==> config.mk <==
export PLATFORM = sky130hd
export DESIGN_NAME = config_cell_dbuf_flat
export DESIGN_NICKNAME = d
export VERILOG_FILES = /design/src/rtl/config_cell_dbuf_pkg.sv /design/src/rtl/config_cell_dbuf_if.sv /design/src/rtl/config_cell_dbuf_shift_stage.sv /design/src/rtl/config_cell_dbuf.sv /design/src/flat_wrapper.sv
export SDC_FILE = /design/constraint.sdc
export NUM_CORES = 1
export LEC_CHECK = 0
export BUFFER_PORTS_ARGS = -buffer_cell sky130_fd_sc_hd__clkbuf_2
export CAP_MARGIN = 0
export CORE_AREA = 2 2 39 41
export DETAILED_ROUTE_END_ITERATION = 12
export DIE_AREA = 0 0 41 43
export SLEW_MARGIN = 25
export SYNTH_ARGS = -nofsm -noshare
export SYNTH_HDL_FRONTEND = slang
export SYNTH_SLANG_ARGS = --single-unit
==> constraint.sdc <==
create_clock -name Config_Clock -period 0.8 [get_ports Config_Clock]
set_input_delay 0.16 -clock Config_Clock [delete_from_list [all_inputs] [get_ports Config_Clock]]
set_output_delay 0.16 -clock Config_Clock [all_outputs]
set_load 0.02 [all_outputs]
==> src/rtl/config_cell_dbuf_pkg.sv <==
// Shared types and sizing helpers for the double-buffered configuration cell.
// Provides: cfg_state_t fill-state enum, cfg_depth() ceil-divide, cfg_cnt_w().
package config_cell_pkg;

    typedef enum logic [1:0] {
        EMPTY   = 2'd0,
        FILLING = 2'd1,
        PRIMED  = 2'd2
    } cfg_state_t;

    // Shifts needed to fill a cell of 'size' bits, 'chain_w' lanes at a time.
    function automatic int cfg_depth(input int size, input int chain_w);
        return (size + chain_w - 1) / chain_w;
    endfunction

    // Width of a counter that must hold 0..depth inclusive.
    function automatic int cfg_cnt_w(input int depth);
        return (depth < 1) ? 1 : $clog2(depth + 1);
    endfunction

endpackage

==> src/rtl/config_cell_dbuf_if.sv <==
// Configuration chain bundle: shift data, enable, commit/capture strobes,
// and the cell's active select plus status flags.
// master = configuration loader side, slave = configuration cell side.
interface config_cell_dbuf_if #(
    parameter int SIZE    = 1,
    parameter int CHAIN_W = 1
);
    logic               Config_En;
    logic [CHAIN_W-1:0] ConfigIn;
    logic [CHAIN_W-1:0] ConfigOut;
    logic               Config_Commit;
    logic               Config_Capture;
    logic [SIZE-1:0]    select;
    logic               cfg_primed;
    logic               cfg_valid;
    logic               cfg_error;

    modport master (
        output Config_En, ConfigIn, Config_Commit, Config_Capture,
        input  ConfigOut, select, cfg_primed, cfg_valid, cfg_error
    );

    modport slave (
        input  Config_En, ConfigIn, Config_Commit, Config_Capture,
        output ConfigOut, select, cfg_primed, cfg_valid, cfg_error
    );
endinterface

==> src/rtl/config_cell_dbuf_shift_stage.sv <==
// Shadow shift register: DEPTH words of CHAIN_W lanes, new word enters at
// the top, oldest word leaves at the bottom. Parallel load has priority.
// Ports: clk, rst_n (sync, active-low), en, load, load_data, din, shadow.
module config_shift_stage #(
    parameter int CHAIN_W = 1,
    parameter int DEPTH   = 1
) (
    input  logic                       clk,
    input  logic                       rst_n,
    input  logic                       en,
    input  logic                       load,
    input  logic [DEPTH*CHAIN_W-1:0]   load_data,
    input  logic [CHAIN_W-1:0]         din,
    output logic [DEPTH*CHAIN_W-1:0]   shadow
);
    localparam int W = DEPTH * CHAIN_W;

    always_ff @(posedge clk) begin
        if (!rst_n) begin
            shadow <= '0;
        end else if (load) begin
            shadow <= load_data;
        end else if (en) begin
            // {din, shadow[W-1:CHAIN_W]}, written so DEPTH=1 needs no slice
            shadow <= W'({din, shadow} >> CHAIN_W);
        end
    end
endmodule

==> src/rtl/config_cell_dbuf.sv <==
// CGRA configuration cell: shadow shift chain plus atomically committed
// active register, with fill tracking and a sticky premature-commit flag.
// Ports: Config_Clock, Config_Reset_n (sync, active-low), bus (slave).
// Optional: CONFIG_READBACK_EN enables Config_Capture (active -> shadow).
module config_cell_dbuf
    import config_cell_pkg::*;
#(
    parameter int SIZE    = 1,
    parameter int CHAIN_W = 1
) (
    input  logic                 Config_Clock,
    input  logic                 Config_Reset_n,
    config_cell_dbuf_if.slave    bus
);
    localparam int DEPTH = cfg_depth(SIZE, CHAIN_W);
    localparam int W     = DEPTH * CHAIN_W;
    localparam int CNT_W = cfg_cnt_w(DEPTH);
    localparam logic [CNT_W-1:0] DEPTH_C = CNT_W'(DEPTH);
    // State after the first shift of a fill: a one-word cell is already full.
    localparam cfg_state_t FIRST_ST = (DEPTH == 1) ? PRIMED : FILLING;

    logic [W-1:0]     shadow;
    logic [W-1:0]     load_data;
    logic [SIZE-1:0]  active;
    logic [CNT_W-1:0] count;
    cfg_state_t       state;
    logic             valid;
    logic             error;
    logic             capture;
    logic             unused_shadow;

`ifdef CONFIG_READBACK_EN
    // Commit wins over a same-cycle capture.
    assign capture = bus.Config_Capture & ~bus.Config_Commit;
    always_comb begin
        load_data              = '0;
        load_data[SIZE-1:0]    = active;
    end
`else
    logic unused_capture;
    assign unused_capture = bus.Config_Capture;
    assign capture        = 1'b0;
    assign load_data      = '0;
`endif

    config_shift_stage #(
        .CHAIN_W (CHAIN_W),
        .DEPTH   (DEPTH)
    ) u_shift (
        .clk       (Config_Clock),
        .rst_n     (Config_Reset_n),
        .en        (bus.Config_En & ~capture),
        .load      (capture),
        .load_data (load_data),
        .din       (bus.ConfigIn),
        .shadow    (shadow)
    );

    always_ff @(posedge Config_Clock) begin
        if (!Config_Reset_n) begin
            active <= '0;
            count  <= '0;
            state  <= EMPTY;
            valid  <= 1'b0;
            error  <= 1'b0;
        end else if (bus.Config_Commit) begin
            // Decision uses pre-shift state and shadow.
            if (state == PRIMED) begin
                active <= shadow[SIZE-1:0];
                valid  <= 1'b1;
                error  <= 1'b0;
            end else begin
                error  <= 1'b1;
            end
            if (bus.Config_En) begin
                count <= CNT_W'(1);
                state <= FIRST_ST;
            end else begin
                count <= '0;
                state <= EMPTY;
            end
        end else if (capture) begin
            count <= '0;
            state <= EMPTY;
        end else if (bus.Config_En) begin
            if (count != DEPTH_C)
                count <= count + CNT_W'(1);
            state <= (count >= DEPTH_C - CNT_W'(1)) ? PRIMED : FILLING;
        end
    end

    assign unused_shadow  = ^shadow;
    assign bus.ConfigOut  = shadow[CHAIN_W-1:0];
    assign bus.select     = active;
    assign bus.cfg_primed = (state == PRIMED);
    assign bus.cfg_valid  = valid;
    assign bus.cfg_error  = error;
endmodule

==> src/flat_wrapper.sv <==
// flat-port wrapper written by rule: the top's interface ports become plain ports
module config_cell_dbuf_flat import config_cell_pkg::*;
#(
    parameter int SIZE    = 1,
    parameter int CHAIN_W = 1
)
  (Config_Clock, Config_Reset_n, bus_Config_En, bus_ConfigIn, bus_Config_Commit, bus_Config_Capture, bus_ConfigOut, bus_select, bus_cfg_primed, bus_cfg_valid, bus_cfg_error);
  config_cell_dbuf_if #(.SIZE(SIZE), .CHAIN_W(CHAIN_W)) bus_i ();
  input  logic Config_Clock;
  input  logic Config_Reset_n;
  input wire logic [$bits(bus_i.Config_En)-1:0] bus_Config_En;
  input wire logic [$bits(bus_i.ConfigIn)-1:0] bus_ConfigIn;
  input wire logic [$bits(bus_i.Config_Commit)-1:0] bus_Config_Commit;
  input wire logic [$bits(bus_i.Config_Capture)-1:0] bus_Config_Capture;
  output wire logic [$bits(bus_i.ConfigOut)-1:0] bus_ConfigOut;
  output wire logic [$bits(bus_i.select)-1:0] bus_select;
  output wire logic [$bits(bus_i.cfg_primed)-1:0] bus_cfg_primed;
  output wire logic [$bits(bus_i.cfg_valid)-1:0] bus_cfg_valid;
  output wire logic [$bits(bus_i.cfg_error)-1:0] bus_cfg_error;
  assign bus_i.Config_En = bus_Config_En;
  assign bus_i.ConfigIn = bus_ConfigIn;
  assign bus_i.Config_Commit = bus_Config_Commit;
  assign bus_i.Config_Capture = bus_Config_Capture;
  assign bus_ConfigOut = bus_i.ConfigOut;
  assign bus_select = bus_i.select;
  assign bus_cfg_primed = bus_i.cfg_primed;
  assign bus_cfg_valid = bus_i.cfg_valid;
  assign bus_cfg_error = bus_i.cfg_error;
  config_cell_dbuf #(.SIZE(SIZE), .CHAIN_W(CHAIN_W)) u_core (.Config_Clock(Config_Clock), .Config_Reset_n(Config_Reset_n), .bus(bus_i));
endmodule
[After elaboration in Yosys (flattened, before gate mapping)]
Index checks and enable logic that the tools add are counted.
Word-level totals
  register bits after elaboration: 7
  output and inout port bits: 5
  logic and storage cells: 20
Operators by class
  $add $sub $neg: 1
  order comparisons: 1
  equal/unequal tests: 1
  mux-type cells: 9
  reduce and logical (&&, ||, !) cells: 2
Operators by type and width (count)
  two-way mux 2 bit: 4
  two-way mux 1 bit: 5
  == test 2 bit (second input constant): 1
  AND reduction 2 bit: 1
  nonzero test 2 bit: 1
  adder 1 bit (second input constant): 1
  >= comparator 1 bit (second input constant): 1

[Longest topological paths before layout]
Gate-level depths: netlist (run 1).
  depth after elaboration: 4
  gate-level depth with buffers: 2
  gate-level depth less buffers: 2

[By module]
From an unflattened synthesis (run 1), not the netlist that was laid out.
Second synthesis, totals
  cells, all modules: 18
  area total of the unflattened synthesis: 185.2 um^2
Modules (own cells, without submodules)
  config_cell_dbuf: times used 1, cells an instance 14, area an instance 137.6 um^2, seq. area each 80.1 um^2
  config_shift_stage: times used 1, cells an instance 4, area an instance 47.5 um^2, seq. area each 20.0 um^2

[Worst setup path after synthesis (run 1)]
Ideal clock, no wire load.
  kind: reg2reg
  start point: reg u_core.state[1]
  end point: reg u_core.valid, in the netlist u_core.bus.cfg_valid
  setup time: 0.115 ns
  data arrival time: 0.703 ns
  setup slack: -0.017 ns
  stages on the path, launching flop included: 3
  cell sequence: dfxtp_1 and2_4 o21a_1
On the way
  word-level cells in the longest chain between the ends: 2
RTL lines
  start: declaration: RTL line config_cell_dbuf.sv:26  | cfg_state_t state;
  start signal: assignment: RTL line config_cell_dbuf.sv:88  | state <= (count >= DEPTH_C - CNT_W'(1)) ? PRIMED : FILLING;
  == test 2 bit: RTL line config_cell_dbuf.sv:68  | if (state == PRIMED) begin
  AND reduction 2 bit (no source line)
  end signal: assignment: RTL line config_cell_dbuf.sv:64  | valid <= 1'b0;
  end signal: assignment: RTL line config_cell_dbuf.sv:70  | valid <= 1'b1;
  end: declaration: RTL line config_cell_dbuf.sv:27  | logic valid;
No other way between the ends.
A chain may end at the register's enable or synchronous reset.

[Worst setup path in the final report (run 1)]
  start point: reg u_core.u_shift.shadow
  end point: out bus_ConfigOut
RTL lines
  start: declaration: RTL line config_cell_dbuf_shift_stage.sv:14  | output logic [DEPTH*CHAIN_W-1:0] shadow
  start signal: assignment: RTL line config_cell_dbuf_shift_stage.sv:22  | shadow <= load_data;
  start signal: assignment: RTL line config_cell_dbuf_shift_stage.sv:25  | shadow <= W'({din, shadow} >> CHAIN_W);
  end: declaration: RTL line flat_wrapper.sv:15  | output wire logic [$bits(bus_i.ConfigOut)-1:0] bus_ConfigOut;
No word-level cell between the ends.

==> results_tabular.tex, run 1 <==
\begin{tabular}{lr}
\hline
Metric & Value \\
\hline
\multicolumn{2}{l}{\textbf{Finish}} \\
Share of final-layout standard cells stronger than drive strength 1 & between 60 and 70\% \\
Final nets & 38 \\
Area taken by multi-input logic gates & approximately 70 sq um \\
Number of antenna cells inserted & 0 \\
Reg area & roughly 110 sq um \\
Total of fill cells in the finished design & between 150 and 200 \\
Syn-to-layout area delta & 96.3\% \\
Non-filler instance count after layout & 47 \\
\multicolumn{2}{l}{\textbf{GRT}} \\
Via count of the first global-routing pass & between 150 and 200 \\
Global Route Usage Sum & around 6.3\% \\
GRT Residual Overflow & 0 \\
Largest net degree at the start of global routing & 7 \\
Antenna violations before repair & 0 \\
Global-route wire length before repair & 648 um \\
\multicolumn{2}{l}{\textbf{Die}} \\
Placeable Area & between 1000 and 1500 sq um \\
I/O pin count & 11 \\
Starting density of the core & 12.3\% \\
Number of rows in the core area & 14 \\
Vert. Die Dim & $\sim$43 um \\
Area of the die & about 1800 sq um \\
Die width & between 40 and 50 um \\
\multicolumn{2}{l}{\textbf{Synthesis}} \\
Synthesized instance count & 16 \\
Cell taking the most area after synthesis & dfxtp\_1 \\
Post-synth design cell area & between 150 and 200 sq um \\
Top cells by count, synth & dfxtp\_1, nor2b\_1, o21a\_1 \\
Synthesized area per cell & 10.6 sq um \\
Ys async rst share & 0\% \\
Number of warning messages in the yosys log & 0 \\
Number of unique standard cell types used by synthesis & 10 \\
Top cell type's share of synthesized area & approximately three fifths \\
Main flop type after synthesis & dfxtp\_1 \\
Ranking of synthesized cells by area & dfxtp\_1, o21a\_1, nor2b\_1 \\
Syn Nets & 22 \\
Number of synthesized register bits & 5 \\
Most numerous cell in the Yosys netlist & dfxtp\_1 \\
Sequential cell area fraction in the yosys report & around three fifths \\
Number of synthesized flops with an enable pin & 0 \\
\multicolumn{2}{l}{\textbf{Setup path}} \\
Buffers and inverters on the worst path & 1 \\
Worst-path fanout max & 3 \\
Ordered list of cells on the worst path & buf\_8 \\
CP required & 640 ps \\
Sort of element at the end of the critical path & output port \\
Type of the setup path with the least slack & reg2out \\
Element type at the critical path start & flip-flop \\
Kind of cell adding the most delay to the critical path & flip-flops \\
Critical path arrival & about 700 ps \\
Standard cell with the maximum stage delay on the critical path & dfxtp\_4 \\
CP max stage delay & 350 ps \\
\multicolumn{2}{l}{\textbf{Place}} \\
Number of instances in the placed design & 41 \\
\# port buffers & 9 \\
Routability Congestion & around 0.60 \\
\multicolumn{2}{l}{\textbf{Timing}} \\
Tightest Pin Transition & between 100 and 150 ps \\
Final critical-path required period & 867 ps \\
Max frequency & around 1200 MHz \\
Max-slew violation count & 0 \\
Min setup slack post-route & -67.4 ps \\
Hold Slack & 166 ps \\
Worst clock skew on the final layout & roughly 0.99 ps \\
Setup repair after global routing missed its margin & yes \\
Final-report setup violation count & 7 \\
Slew headroom & approximately nine tenths \\
Final hold vios & 0 \\
Share of the clock period used by the worst path & 108\% \\
\multicolumn{2}{l}{\textbf{Route}} \\
Number of remaining DRC errors & 0 \\
DR vias & between 150 and 200 \\
1st-iter DRT viols & 0 \\
Post-detailed-routing wire length & 389 um \\
Average routed wire per standard cell & 8.28 um \\
Number of vias per cell & roughly 3.4 \\
Number of nets with antenna violations after routing & 0 \\
Number of search-and-repair iterations in the first detailed-routing pass & 1 \\
\multicolumn{2}{l}{\textbf{Clock network}} \\
Total clock sinks & 5 \\
Clock H-tree levels & 1 \\
CTS clock-pin slew for the worst setup and hold paths & 40 ps \\
CTS tree & yes \\
Number of hold-repair buffers added at the cts stage & 0 \\
Num CTS Buffers & 3 \\
Number of buffers on the longest clock path & 2 \\
Insertion delay to the later sink of the worst-skew pair & 240 ps \\
CTS Root Cell & clkbuf\_4 \\
\multicolumn{2}{l}{\textbf{Pwr}} \\
Maximum VDD drop & $\sim$350 uV \\
Power density over cell area & between 1500 and 2000 nW/um\^{}2 \\
Leakage power summed over all cells & roughly 0.00015 uW \\
\multicolumn{2}{l}{\textbf{Run status}} \\
Status & finished, violations left \\
Violations in the final reports & setup timing \\
\multicolumn{2}{l}{\textbf{Min path}} \\
Classification of the worst-slack hold path & in2reg \\
\multicolumn{2}{l}{\textbf{Run}} \\
Number of violations of the max-capacitance limit & 0 \\
\hline
\end{tabular}
state kept, by name, summed over array words and instances (netlist names):
signal and flops:
u_core.bus.select 1, u_core.state 1, u_core.u_shift.shadow 1, u_core.bus.cfg_valid 1, u_core.bus.cfg_error 1
cell usage in the layout, fill, tap and decap left out, drive strengths merged:
cell type	count
nor2	1
buf	6
nand4	1
dfxtp	5
o21ai	2
clkbuf	9
mux2i	1
nand2	1
nor2b	2
o21a	2
and2	1
area by class of cell:
type,instances,area share (%)
Clock buffer,4,7.87
Multi-Input combinational cell,11,21.0
Sequential cell,5,32.6
Tap cell,16,5.99
Timing Repair Buffer,11,32.6
power breakdown:
part / leakage [uW] / internal (uW) / switching (uW)
clock: 0.0000150 / 188 / 100
sequential: 0.0000433 / 266 / 11.9
combinational: 0.0000890 / 58.7 / 41.0
total: 0.000147 / 513 / 153
through the flow:
step                      setup slack, ps  power, uW  setup TNS [ps]  utilization, %  instance area (sq um)
after floorplan                      29.0        314               0               -                    171
after global placement               63.4        347               0            17.1                    236
after detailed placement             59.4        346               0            17.1                    236
after CTS                           -93.7        673            -392            23.1                    319
after global routing                -91.9        707            -495            24.1                    334
final                               -67.4        666            -321            24.1                    334
per-layer routing:
layer,part of all wire (%),track usage [%],vias up
met3,10,4.71,0
met4,0,8.00,0
met2,53,7.19,5
li1,-,-,87
met5,0,0,-
met1,37,6.11,69
path summary, 6_finish.rpt:
check / from / endpoint / slack, ps / cells after the start
max reg2reg: u_core.state[1] / u_core.bus.cfg_valid / -50 / 3
min reg2reg: u_core.bus.cfg_valid / u_core.bus.cfg_valid / 490 / 1
max: u_core.u_shift.shadow / bus_ConfigOut / -70 / 1
min: bus_Config_En / u_core.state[1] / 170 / 2
cell families (layout without fill, tap and decap cells):
kind of cell,Yosys count,in the layout,synth area share (%)
AOI/OAI and AO/OA,4,4,14.7
buffers and inverters,0,15,0
and+or+nand+nor,6,6,20.6
DFF,5,5,58.8
muxes,1,1,5.88
what timing repair did:
item | 4_1_cts | 5_1_grt
pin swaps | 0 | 1
gates resized for setup | 14 | 5
buffers inserted | 1 | 1
endpoints found under the setup margin | 5 | 5
Power figures use the tool's default switching activity.
==> inputs of run 2 (changes only) <==
Settings changed: RECOVER_POWER set to 100.
==> results_tabular.tex, run 2 (synthesis gave the netlist of run 1 again) <==
\begin{tabular}{lr}
\hline
Metric & Value \\
\hline
\multicolumn{2}{l}{\textbf{Clock network}} \\
Number of buffers on the longest clock path & 2 \\
Number of hold-repair buffers added at the cts stage & 0 \\
CTS tree & yes \\
CTS clock-pin slew for the worst setup and hold paths & $\sim$40 ps \\
Total clock sinks & 5 \\
CTS Root Cell & clkbuf\_4 \\
Clock H-tree levels & 1 \\
Num CTS Buffers & 3 \\
Insertion delay to the later sink of the worst-skew pair & 240 ps \\
\multicolumn{2}{l}{\textbf{Route}} \\
Average routed wire per standard cell & $\sim$8.2 um \\
DR vias & between 150 and 200 \\
1st-iter DRT viols & 0 \\
Number of remaining DRC errors & 0 \\
Number of vias per cell & between 3 and 4 \\
Number of search-and-repair iterations in the first detailed-routing pass & 1 \\
Post-detailed-routing wire length & approximately 390 um \\
Number of nets with antenna violations after routing & 0 \\
\multicolumn{2}{l}{\textbf{Pwr}} \\
Power density over cell area & 2010 nW/um\^{}2 \\
Maximum VDD drop & $\sim$350 uV \\
Leakage power summed over all cells & 0.000143 uW \\
\multicolumn{2}{l}{\textbf{Timing}} \\
Share of the clock period used by the worst path & 108\% \\
Final-report setup violation count & 7 \\
Final hold vios & 0 \\
Hold Slack & between 150 and 200 ps \\
Max-slew violation count & 0 \\
Worst clock skew on the final layout & 0.990 ps \\
Slew headroom & 90.8\% \\
Max frequency & around 1200 MHz \\
Total Neg Setup Slack & -304 ps \\
Min setup slack post-route & -67.4 ps \\
Tightest Pin Transition & 134 ps \\
Final critical-path required period & between 800 and 900 ps \\
Setup repair after global routing missed its margin & yes \\
\multicolumn{2}{l}{\textbf{Setup path}} \\
Number of gates on the worst path with buffers counted & 1 \\
Critical path arrival & around 710 ps \\
Worst-path fanout max & 3 \\
Buffers and inverters on the worst path & 1 \\
Sort of element at the end of the critical path & output port \\
Ordered list of cells on the worst path & buf\_8 \\
Kind of cell adding the most delay to the critical path & flip-flops \\
Worst r2r path cells & 3 \\
Element type at the critical path start & flip-flop \\
Standard cell with the maximum stage delay on the critical path & dfxtp\_4 \\
Type of the setup path with the least slack & reg2out \\
CP max stage delay & approximately 350 ps \\
CP required & about 640 ps \\
\multicolumn{2}{l}{\textbf{Min path}} \\
Classification of the worst-slack hold path & in2reg \\
Count of cells along the worst hold path & 2 \\
\multicolumn{2}{l}{\textbf{Finish}} \\
Syn-to-layout area delta & 94.1\% \\
Share of final-layout standard cells stronger than drive strength 1 & between 60\% and 70\% \\
Commonest non-fill, non-tap cells in the layout & clkbuf\_2, buf\_8, dfxtp\_2, clkbuf\_4 \\
Final nets & 38 \\
Final cell utilization of the core & about a quarter \\
Total of fill cells in the finished design & between 150 and 200 \\
Number of antenna cells inserted & 0 \\
\multicolumn{2}{l}{\textbf{Run status}} \\
Violations in the final reports & setup timing \\
Status & finished, violations left \\
\multicolumn{2}{l}{\textbf{GRT}} \\
GRT Residual Overflow & 0 \\
Largest net degree at the start of global routing & 7 \\
Via count of the first global-routing pass & roughly 170 \\
Antenna violations before repair & 0 \\
Global-route wire length before repair & 648 um \\
Global Route Usage Sum & around 6.3\% \\
\multicolumn{2}{l}{\textbf{Run}} \\
Number of violations of the max-capacitance limit & 0 \\
\multicolumn{2}{l}{\textbf{Place}} \\
Routability Congestion & approximately 0.6 \\
\# port buffers & 9 \\
\multicolumn{2}{l}{\textbf{Die}} \\
Die width & 41 um \\
Area of the die & between 1500 and 2000 sq um \\
I/O pin count & 11 \\
Placeable Area & approximately 1400 sq um \\
Vert. Die Dim & 43 um \\
Starting density of the core & about an eighth \\
Number of rows in the core area & 14 \\
\hline
\end{tabular}
## run 2: cell count changes in the layout (fill, tap and decap cells not counted)
cell	before	now
buf_4	2	1
clkbuf_1	1	2
## run 2: area by class of cell
type	instances	area (sq um)	area share, %
flip-flops and latches	5	109	33.0
repair buffers	11	105	31.8
multi-input cells	11	70.1	21.2
clock buffers	4	26.3	7.95
well taps	16	20.0	6.06
## run 2: final timing paths
check	start	to	slack, ps
worst max-delay path	u_core.u_shift.shadow	bus_ConfigOut	-70
worst min-delay path	bus_Config_En	u_core.state[1]	170
worst max register to register	u_core.state[1]	u_core.bus.cfg_valid	-40
worst min register to register	u_core.bus.cfg_valid	u_core.bus.cfg_valid	490
## run 2: metal layers
layer  vias to the layer above  share of wire (%)  GRT usage, %
met2                         5                 53          7.19
met3                         0                 10          4.71
met5                         -                  0             0
li1                         87                  -             -
met4                         0                  0          8.00
met1                        69                 37          6.11
## run 2: timing repair
| item | 4_1_cts | 5_1_grt |
|---|---|---|
| resized for setup | 14 | 5 |
| setup endpoints to repair | 5 | 5 |
| gates cloned | 0 | 0 |
| pin swaps | 0 | 1 |
| hold endpoints to repair | 0 | 0 |
| buffers inserted | 1 | 1 |
## run 2: metrics by stage
stage	setup WS [ps]	power, uW	std cells	cell area [sq um]
5_1_grt	-91.9	705	47	330
3_3_place_gp	63.4	347	41	236
2_1_floorplan	29.0	314	16	171
4_1_cts	-93.7	673	46	319
3_5_place_dp	59.4	346	41	236
6_report	-67.4	663	47	330
## run 2: power breakdown
part / switching [uW] / internal, uW
combinational: 41.0 / 56.1
clock: 100 / 188
sequential: 11.7 / 266
total: 153 / 510
## run 2: worst reg2reg max path, stage by stage, from the launching register on
cell and delay [ps]:
dfxtp_2 310, clkbuf_1 110, and2_4 150, o21a_1 160
